[src/rtl/mips_bus_pkg.sv]
// rtl/mips_bus_pkg.sv - shared types, access-size codes and alignment helper for mips_bus_master
package mips_bus_pkg;

    typedef enum logic [2:0] {
        IDLE,
        RD_INSTR,
        RD_DATA,
        WR_DATA,
        RESP
    } state_t;

    localparam logic [1:0] SZ_BYTE = 2'd0;
    localparam logic [1:0] SZ_HALF = 2'd1;
    localparam logic [1:0] SZ_WORD = 2'd2;

    // Reserved size code 3 is reported as misaligned so it never reaches the bus.
    function automatic logic is_misaligned(input logic [1:0] size, input logic [1:0] low);
        case (size)
            SZ_BYTE: is_misaligned = 1'b0;
            SZ_HALF: is_misaligned = low[0];
            SZ_WORD: is_misaligned = (low != 2'b00);
            default: is_misaligned = 1'b1;
        endcase
    endfunction

endpackage

[src/rtl/bus_lane_align.sv]
// rtl/bus_lane_align.sv - combinational byte-lane enables, store replication and load extraction
import mips_bus_pkg::*;

module bus_lane_align #(
    parameter int DATA_W = 32,
    parameter int BE_W   = DATA_W / 8,
    parameter int LANE_W = $clog2(BE_W)
) (
    input  logic [1:0]        size,
    input  logic [LANE_W-1:0] lane,
    input  logic              signed_load,
    input  logic [31:0]       store_data,
    input  logic [DATA_W-1:0] readdata,
    output logic [BE_W-1:0]   byteenable,
    output logic [DATA_W-1:0] writedata,
    output logic [31:0]       load_data
);

    logic [DATA_W-1:0] shifted;

    assign shifted = readdata >> {lane, 3'b000};

    always_comb begin
        byteenable = '0;
        writedata  = '0;
        load_data  = '0;
        case (size)
            SZ_BYTE: begin
                byteenable = BE_W'(1) << lane;
                writedata  = {BE_W{store_data[7:0]}};
                load_data  = {{24{signed_load & shifted[7]}}, shifted[7:0]};
            end
            SZ_HALF: begin
                byteenable = BE_W'(3) << lane;
                writedata  = {(BE_W/2){store_data[15:0]}};
                load_data  = {{16{signed_load & shifted[15]}}, shifted[15:0]};
            end
            SZ_WORD: begin
                byteenable = BE_W'(4'hF) << lane;
                writedata  = {(BE_W/4){store_data}};
                load_data  = shifted[31:0];
            end
            default: ;
        endcase
    end

endmodule

[src/rtl/mips_bus_master.sv]
// rtl/mips_bus_master.sv - Avalon-MM master arbitrating MIPS fetch and load/store; MIPS_BUS_TIMEOUT_EN adds a waitrequest timeout
import mips_bus_pkg::*;

module mips_bus_master #(
    parameter int ADDR_W         = 32,
    parameter int DATA_W         = 32,
    parameter int TIMEOUT_CYCLES = 255
) (
    input  logic                clk,
    input  logic                reset,
    input  logic                ifetch_req,
    input  logic [ADDR_W-1:0]   ifetch_addr,
    output logic                ifetch_ack,
    output logic [31:0]         ifetch_data,
    output logic                ifetch_err,
    input  logic                dreq,
    input  logic                dwe,
    input  logic [1:0]          dsize,
    input  logic                dsigned,
    input  logic [ADDR_W-1:0]   daddr,
    input  logic [31:0]         dwdata,
    output logic                dack,
    output logic [31:0]         drdata,
    output logic                derr,
    output logic                busy,
    output logic [ADDR_W-1:0]   address,
    output logic                read,
    output logic                write,
    output logic [DATA_W-1:0]   writedata,
    output logic [DATA_W/8-1:0] byteenable,
    input  logic                waitrequest,
    input  logic [DATA_W-1:0]   readdata
);

    localparam int BE_W   = DATA_W / 8;
    localparam int LANE_W = $clog2(BE_W);

    state_t              state, state_n;
    logic                req_fetch, req_we, req_signed, req_err;
    logic                req_fetch_n, req_we_n, req_signed_n, req_err_n;
    logic [1:0]          req_size, req_size_n;
    logic [LANE_W-1:0]   req_lane, req_lane_n;

    logic [ADDR_W-1:0]   address_n;
    logic                read_n, write_n, busy_n;
    logic [DATA_W-1:0]   writedata_n;
    logic [BE_W-1:0]     byteenable_n;
    logic                ifetch_ack_n, ifetch_err_n, dack_n, derr_n;
    logic [31:0]         ifetch_data_n, drdata_n;

    logic                finish, finish_err, timed_out;
    logic [31:0]         finish_data;

    logic [1:0]          in_size;
    logic [ADDR_W-1:0]   in_addr;
    logic                in_mis;
    logic [1:0]          al_size;
    logic [LANE_W-1:0]   al_lane;
    logic [BE_W-1:0]     al_byteenable;
    logic [DATA_W-1:0]   al_writedata;
    logic [31:0]         al_load;

    assign in_size = dreq ? dsize : SZ_WORD;
    assign in_addr = dreq ? daddr : ifetch_addr;
    assign in_mis  = is_misaligned(in_size, in_addr[1:0]);

    // The lane helper serves the incoming request while idle and the captured one afterwards.
    assign al_size = (state == IDLE) ? in_size : req_size;
    assign al_lane = (state == IDLE) ? in_addr[LANE_W-1:0] : req_lane;

    bus_lane_align #(.DATA_W(DATA_W)) u_align (
        .size        (al_size),
        .lane        (al_lane),
        .signed_load (req_signed),
        .store_data  (dwdata),
        .readdata    (readdata),
        .byteenable  (al_byteenable),
        .writedata   (al_writedata),
        .load_data   (al_load)
    );

`ifdef MIPS_BUS_TIMEOUT_EN
    localparam int CNT_W = $clog2(TIMEOUT_CYCLES + 1);
    logic [CNT_W-1:0] wait_cnt;

    always_ff @(posedge clk or negedge reset) begin
        if (!reset) begin
            wait_cnt <= '0;
        end else if (state == IDLE) begin
            wait_cnt <= '0;
        end else if ((state != RESP) && waitrequest) begin
            wait_cnt <= wait_cnt + 1'b1;
        end
    end

    assign timed_out = waitrequest && (wait_cnt == CNT_W'(TIMEOUT_CYCLES - 1));
`else
    assign timed_out = 1'b0;
`endif

    always_comb begin
        state_n       = state;
        req_fetch_n   = req_fetch;
        req_we_n      = req_we;
        req_signed_n  = req_signed;
        req_err_n     = req_err;
        req_size_n    = req_size;
        req_lane_n    = req_lane;
        address_n     = address;
        read_n        = read;
        write_n       = write;
        writedata_n   = writedata;
        byteenable_n  = byteenable;
        ifetch_ack_n  = 1'b0;
        ifetch_err_n  = 1'b0;
        ifetch_data_n = '0;
        dack_n        = 1'b0;
        derr_n        = 1'b0;
        drdata_n      = '0;
        finish        = 1'b0;
        finish_err    = 1'b0;
        finish_data   = '0;

        case (state)
            IDLE: begin
                if (dreq || ifetch_req) begin
                    req_fetch_n  = !dreq;
                    req_we_n     = dreq && dwe;
                    req_signed_n = dreq && dsigned;
                    req_size_n   = in_size;
                    req_lane_n   = in_addr[LANE_W-1:0];
                    req_err_n    = in_mis;
                    state_n      = !dreq ? RD_INSTR : (dwe ? WR_DATA : RD_DATA);
                    // A misaligned request still spends one quiet cycle here so its ack lands in cycle 2.
                    if (!in_mis) begin
                        address_n    = {in_addr[ADDR_W-1:LANE_W], {LANE_W{1'b0}}};
                        read_n       = !(dreq && dwe);
                        write_n      = dreq && dwe;
                        writedata_n  = al_writedata;
                        byteenable_n = al_byteenable;
                    end
                end
            end
            RD_INSTR, RD_DATA, WR_DATA: begin
                if (req_err) begin
                    finish     = 1'b1;
                    finish_err = 1'b1;
                end else if (!waitrequest) begin
                    finish      = 1'b1;
                    finish_data = req_we ? 32'd0 : al_load;
                end else if (timed_out) begin
                    finish     = 1'b1;
                    finish_err = 1'b1;
                end
            end
            RESP:    state_n = IDLE;
            default: state_n = IDLE;
        endcase

        if (finish) begin
            state_n = RESP;
            read_n  = 1'b0;
            write_n = 1'b0;
            if (req_fetch) begin
                ifetch_ack_n  = 1'b1;
                ifetch_err_n  = finish_err;
                ifetch_data_n = finish_data;
            end else begin
                dack_n   = 1'b1;
                derr_n   = finish_err;
                drdata_n = finish_data;
            end
        end
    end

    assign busy_n = (state_n != IDLE);

    always_ff @(posedge clk or negedge reset) begin
        if (!reset) begin
            state       <= IDLE;
            req_fetch   <= 1'b0;
            req_we      <= 1'b0;
            req_signed  <= 1'b0;
            req_err     <= 1'b0;
            req_size    <= SZ_WORD;
            req_lane    <= '0;
            address     <= '0;
            read        <= 1'b0;
            write       <= 1'b0;
            writedata   <= '0;
            byteenable  <= '0;
            ifetch_ack  <= 1'b0;
            ifetch_err  <= 1'b0;
            ifetch_data <= '0;
            dack        <= 1'b0;
            derr        <= 1'b0;
            drdata      <= '0;
            busy        <= 1'b0;
        end else begin
            state       <= state_n;
            req_fetch   <= req_fetch_n;
            req_we      <= req_we_n;
            req_signed  <= req_signed_n;
            req_err     <= req_err_n;
            req_size    <= req_size_n;
            req_lane    <= req_lane_n;
            address     <= address_n;
            read        <= read_n;
            write       <= write_n;
            writedata   <= writedata_n;
            byteenable  <= byteenable_n;
            ifetch_ack  <= ifetch_ack_n;
            ifetch_err  <= ifetch_err_n;
            ifetch_data <= ifetch_data_n;
            dack        <= dack_n;
            derr        <= derr_n;
            drdata      <= drdata_n;
            busy        <= busy_n;
        end
    end

endmodule

[config.mk]
export PLATFORM = sky130hd
export DESIGN_NAME = mips_bus_master
export DESIGN_NICKNAME = d
export VERILOG_FILES = /design/src/rtl/mips_bus_pkg.sv /design/src/rtl/bus_lane_align.sv /design/src/rtl/mips_bus_master.sv
export SDC_FILE = /design/constraint.sdc
export NUM_CORES = 1
export LEC_CHECK = 0
export BUFFER_PORTS_ARGS = -buffer_cell sky130_fd_sc_hd__buf_2
export CELL_PAD_IN_SITES_DETAIL_PLACEMENT = 0
export CELL_PAD_IN_SITES_GLOBAL_PLACEMENT = 1
export CORE_MARGIN = 5
export CORE_UTILIZATION = 40
export DETAILED_ROUTE_END_ITERATION = 8
export GPL_TIMING_DRIVEN = 0
export PLACE_DENSITY_LB_ADDON = 0.12
export SKIP_LAST_GASP = 1
export SLEW_MARGIN = 20
export SYNTH_ARGS = -nofsm -noshare
export SYNTH_HDL_FRONTEND = slang
export SYNTH_SLANG_ARGS = --single-unit
[constraint.sdc]
create_clock -name clk -period 4.71 [get_ports clk]
set_clock_uncertainty 0.15 [all_clocks]
set_input_delay 0.7065 -clock clk [delete_from_list [all_inputs] [get_ports clk]]
set_output_delay 0.7065 -clock clk [all_outputs]
set_load 0.03 [all_outputs]
# Yosys cells after proc, flatten, opt, wreduce, memory -nomap -nowiden

Cells that the tools add are included.

Shifts and indexed selects: 4
Equality and inequality tests: 8
Reductions and logical operators: 16
Bitwise operators: 3
Mux-type cells: 42

Operators by type and width:

| kind                                                | count |
|---|---|
| 2-to-1 mux 32 bit                                   | 9 |
| case mux 32 bit (3 select lines)                    | 2 |
| >> shifter 32 x 5 -> 32 bit                         | 1 |
| 2-to-1 mux 1 bit                                    | 22 |
| case mux 4 bit (3 select lines)                     | 1 |
| 2-to-1 mux 2 bit                                    | 4 |
| equality test 3 x 2 -> 1 bit, second input constant | 2 |
| 2-to-1 mux 3 bit                                    | 2 |
| case mux 3 bit (2 select lines)                     | 1 |
| AND reduction 3 bit                                 | 2 |
| nonzero test 2 bit                                  | 3 |
| equality test 2 x 1 -> 1 bit, second input constant | 2 |
| equality test 2 bit, second input constant          | 2 |
| zero test 2 bit                                     | 2 |
| << shifter 1 x 2 -> 4 bit, first input constant     | 1 |
| << shifter 2 x 2 -> 4 bit, first input constant     | 1 |
| << shifter 4 x 2 -> 4 bit, first input constant     | 1 |
| equality test 3 x 1 -> 1 bit, second input constant | 1 |
| zero test 3 bit                                     | 1 |
| case mux 1 bit (3 select lines)                     | 1 |
| nonzero test 3 bit                                  | 1 |
| OR reduction 3 bit                                  | 1 |
| AND 1 bit                                           | 2 |
| logical AND 1 bit                                   | 2 |
| other kinds (5)                                     | 6 |

Output and inout bits: 139
Bits in registers: 148
Bits of input ports: 137

# Logic depth before layout (Yosys ltp)

Depth in word-level cells: 11
Depth in mapped cells: 14

# By module

Synthesis repeated with hierarchy kept, for this count alone.

Cells, all modules: 597
Area total of the unflattened synthesis: 7,044.3 um2

Modules (own cells, without submodules):

| module          | times used | area each (um2) | cells an instance | seq. area each (um2) |
|---|---|---|---|---|
| mips_bus_master | 1          | 5,644.2         | 390               | 3,704.8 |
| bus_lane_align  | 1          | 1,400.1         | 207               | 0.0 |

# Least setup slack after synthesis

Ideal clock, no wire load.

Path type: input to register
Start: in dreq
End: reg writedata[13]
Cell stages on the path: 13
Library setup time: 0.125 ns
Arrival time: 3.152 ns
Slack: 1.283 ns
Required time: 4.435 ns
Cell sequence: buf_2 -> buf_1 -> clkbuf_1 -> and3_1 -> a21o_1 -> inv_1 -> ha_1 -> or2_2 -> clkbuf_1 -> clkbuf_1 -> a22oi_1 -> nor2_1 -> mux2_2

Word-level cells in the longest chain between the ends: 5
Elaborated cells between the ends (all ways): 15
Classes of those cells: eq/ne (4); mux (5); bitwise (1); reduce/logical (5)

RTL lines:

| element                                                      | line                                         | source |
|---|---|---|
| start: declaration                                           | mips_bus_master.sv:16                        | `input logic dreq,` |
| 2-to-1 mux 2 bit / 2-to-1 mux 32 bit (equally long branches) | mips_bus_master.sv:63, mips_bus_master.sv:64 |  |
| equality test 2 bit, or another cell as far along            | mips_bus_pkg.sv:18                           | `case (size)` |
| case mux 1 bit (3 select lines)                              | mips_bus_pkg.sv:18                           |  |
| NOT 1 bit (no source line)                                   | n/a                                          |  |
| AND reduction 3 bit (no source line)                         | n/a                                          |  |
| end signal: assignment                                       | mips_bus_master.sv:210                       | `writedata <= writedata_n;` |
| end: declaration                                             | mips_bus_master.sv:29                        | `output logic [DATA_W-1:0] writedata,` |

Several ways; a longest one is shown, not always the timed one.
A chain may end at the register's enable or synchronous reset.

# Worst setup path in the final report

Start: in dreq
End: reg ifetch_data[14]

Word-level cells in the longest chain between the ends: 11
Elaborated cells between the ends (all ways): 16
Classes of those cells: eq/ne (2); shift (1); mux (11); bitwise (1); reduce/logical (1)

RTL lines:

| element                            | line                   | source |
|---|---|---|
| 2-to-1 mux 32 bit                  | mips_bus_master.sv:64  | `assign in_addr = dreq ? daddr : ifetch_addr;` |
| 2-to-1 mux 2 bit                   | mips_bus_master.sv:69  | `assign al_lane = (state == IDLE) ? in_addr[LANE_W-1:0] : req_lane;` |
| >> shifter 32 x 5 -> 32 bit        | bus_lane_align.sv:21   | `assign shifted = readdata >> {lane, 3'b000};` |
| AND 1 bit                          | bus_lane_align.sv:31   | `load_data = {{24{signed_load & shifted[7]}}, shifted[7:0]};` |
| case mux 32 bit (3 select lines) * | bus_lane_align.sv:27   | `case (size)` |
| 2-to-1 mux 32 bit *                | mips_bus_master.sv:150 | `finish_data = req_we ? 32'd0 : al_load;` |
| 2-to-1 mux 32 bit *                | mips_bus_master.sv:148 | `end else if (!waitrequest) begin` |
| 2-to-1 mux 32 bit *                | mips_bus_master.sv:145 | `if (req_err) begin` |
| 2-to-1 mux 32 bit *                | mips_bus_master.sv:124 | `case (state)` |
| 2-to-1 mux 32 bit *                | mips_bus_master.sv:164 | `if (req_fetch) begin` |
| 2-to-1 mux 32 bit *                | mips_bus_master.sv:160 | `if (finish) begin` |
| net ifetch_data_n[14]              | mips_bus_master.sv:49  | `logic [31:0] ifetch_data_n, drdata_n;` |
| end signal: assignment             | mips_bus_master.sv:214 | `ifetch_data <= ifetch_data_n;` |
| end: declaration                   | mips_bus_master.sv:14  | `output logic [31:0] ifetch_data,` |

Mark *: on every way through the listed nets, which the timed path passes. The rest lies on a longest branch.

==> metrics.yaml <==
logic_synthesis:
  dominantRegCellSynth: "dfrtp_1"
  ys_seq_area_share_pct: 54.0
  synth_top_cell_by_area: "dfrtp_1"
  synth_edf_count: 0
  synthArstFlopShare_pct: 100
  yosysTopAreaCellShare_pct: 53.6
  synthCells: 579
  ys_ff_latch: 148
  synth.area.top_cells: "dfrtp_1, mux2_2, a31oi_1, nor2_1, nand2_1"
  yosysUniqueCellTypes: 46
  netlist_area_um2: 6860
  yosys.cell_count.top_type: "dfrtp_1"
  yosysWarnings: 0
  avgSynthCellArea_um2: 11.8
  synth_common_cells: "dfrtp_1, mux2_2, nor2_1, nand2_1, a31oi_1"
finish:
  final_cells: 1105
  multiInputGateArea_um2: 2850
  drive_gt1_share_pct: 49.9
  area_growth_pct: 32.3
  finish.net_count: 1015
  regArea_um2: 3700
  stdcell_area_um2: 9070
  n_antenna_cell: 0
  nFillCells: 1541
job:
  maxCapViolCount: 0
sta:
  slew_viol_final: 0
  fin_ws_ns: 0.798
  rsz0062_at_grt: "false"
  setup_viol: 0
  fin_crit_sh_pct: 83.1
  finalSetupTns_ns: 0
  worst_pin_slew_ns: 0.768
  hold_viol_final: 0
  slew_headroom_pct: 48.4
  fin_hold_ws_ns: 0.119
  timing.fmax_mhz: 256
  timing.final.crit_period_ns: 3.91
place:
  dpl_cell_area_um2: 8540
  dp_worst_setup_slack_ns: 0.343
  dp_cells: 1073
  portBuffers: 272
  hpwl_um: 15800
  gp_congestion: 0.852
route:
  routed_wl_um: 20700
  post_drt_wl_per_cell_um: 18.7
  route.met3.wl_um: 2000
  vias: 5816
  vias_per_cell: 5.26
  met2_length_um: 9930
  drt_iter0_drc: 316
  drt-met1-wl_um: 8500
  dr.max_layer_used: "met5"
  drc_errors: 0
  drt-pass1-iter-count: 5
  ant_nets: 0
setup_path:
  crit_fanout: 10
  required_ns: 4.88
  timing.critical_path.arrival_ns: 4.08
  path_class: "in2reg"
  start_kind: "primary input"
  rr_startpoint: "state[2]"
  end_kind: "flop"
  cp-startpoint: "dreq"
floorplan:
  chipHeight_um: 141
  coreArea_um2: 16700
  initial_utilization_pct: 41.1
  core.rowCount: 47
  dieArea_um2: 19900
  io_pins: 276
  dieWidth_um: 141
power_and_ir_drop:
  power_density_nw_per_um2: 657
  peakVddDrop_mv: 0.369
  comb_power_share_pct: 49.3
  intPower_mw: 3.35
  power.leakage_nw: 4.67
  switching_share_pct: 43.8
  switchingPower_mw: 2.61
  power.share.sequential_pct: 30.1
  clock_power_share_pct: 20.5
global_route:
  track_usage_pct: 20.8
  grt_pass1_vias: 6024
  grt_start_max_net_pins: 78
  overflow: 0
  grt_pass1_wl_um: 32200
  antenna_found_initial: 1
hold_path:
  hold_path_class: "in2async"
cts:
  numCtsBuffers: 17
  cts_tree: "yes"
  cts_sinks: 148
  postCtsSetupBuffers: 0
  clk_latency_ns: 0.42
  cts_resized: 0
  htree_levels: 4
  hold_buffers: 0
  cts-root-buf: "clkbuf_16"
  path_clk_slew_ns: 0.06
  clock_path_buffers: 2
status:
  status: "completed"
==> final timing paths <==
kind                                    to  slack (ns)  depth (start not counted)
min                            address[13]        0.12                          1
max                        ifetch_data[14]        0.80                         11
max reg2reg                ifetch_data[14]        1.04                         10
max in group asynchronous      req_size[1]        3.52                          2
min reg2reg                    req_size[0]        0.33                          1
min in group clk               req_size[0]        0.33                          1
==> cells by family (layout without fill, tap and decap cells) <==
group | Yosys count | count (layout) | synth area share [%]
other cells | 1 | 2 | 0.0547
mux | 123 | 123 | 21.2
compound gates | 105 | 105 | 10.7
buf+inv | 62 | 367 | 4.49
fa+ha+maj | 6 | 6 | 1.09
flops | 148 | 148 | 54.0
simple gates | 134 | 134 | 8.46
==> stage by stage <==
stage / total power [mW] / util, %
floorplan: 3.88 / -
global placement: 4.71 / 50.9
detailed placement: 4.76 / 51.1
CTS: 6.02 / 54.3
global route: 6.34 / 54.3
finish: 5.96 / 54.3
==> power by group through the flow <==
stage | clock [mW] | sequential [mW] | combinational, mW
floorplan | 0 | 2.41 | 1.47
global placement | 0 | 1.80 | 2.91
detailed placement | 0 | 1.81 | 2.95
CTS | 1.26 | 1.80 | 2.96
global route | 1.32 | 1.83 | 3.19
finish | 1.23 | 1.80 | 2.94
==> worst max-delay path, stage by stage <==
cell,delay [ns]
buf_2,0.17
buf_1,0.47
clkbuf_1,0.46
nand2_1,0.14
o22a_1,0.29
ha_1,0.22
clkbuf_1,0.24
nor4_1,0.51
nand2_1,0.28
clkbuf_1,0.32
a31oi_1,0.27
==> cell type report <==
cell class / instances / area share [%]
sequential: 148 / 40.8
multi-input combinational: 370 / 31.4
timing repair buffer: 273 / 15.4
clock buffer: 18 / 4.73
tap: 220 / 3.03
buffer: 48 / 2.81
clock inverter: 14 / 1.16
inverter: 14 / 0.579
==> state kept, by name (all words and copies together) (netlist names) <==
name and flops:
drdata 32, ifetch_data 32, writedata 32, address 30, byteenable 4, state 3
req_lane 2, req_size 2, busy 1, dack 1, derr 1, ifetch_ack 1
ifetch_err 1, read 1, req_err 1, req_fetch 1, req_signed 1, req_we 1
write 1
==> cells in the final DEF (no fill, tap or decap), types with 3 or more instances in the layout <==
master	count
buf_1	3
o21a_1	4
nor2_1	51
nand2b_1	3
nor3_1	5
a22oi_1	16
mux2i_1	12
a222oi_1	8
clkinv_2	3
inv_6	4
ha_1	6
a21oi_1	9
buf_6	7
dfrtp_1	147
nand3_1	8
clkbuf_1	27
o21ai_0	4
mux4_2	7
clkinvlp_4	5
and3_1	5
nor2b_1	5
mux2_2	103
a31oi_1	46
nand2_1	48
buf_2	280
inv_1	13
clkbuf_16	17
buf_4	3
==> layer usage <==
| layer | global-route usage [%] | vias up |
|---|---|---|
| met1 | 26.2 | 2825 |
| met5 | 0 | - |
| met3 | 7.89 | 24 |
| met4 | 4.54 | 2 |
| li1 | - | 2674 |
| met2 | 34.3 | 291 |
Power figures use the tool's default switching activity.
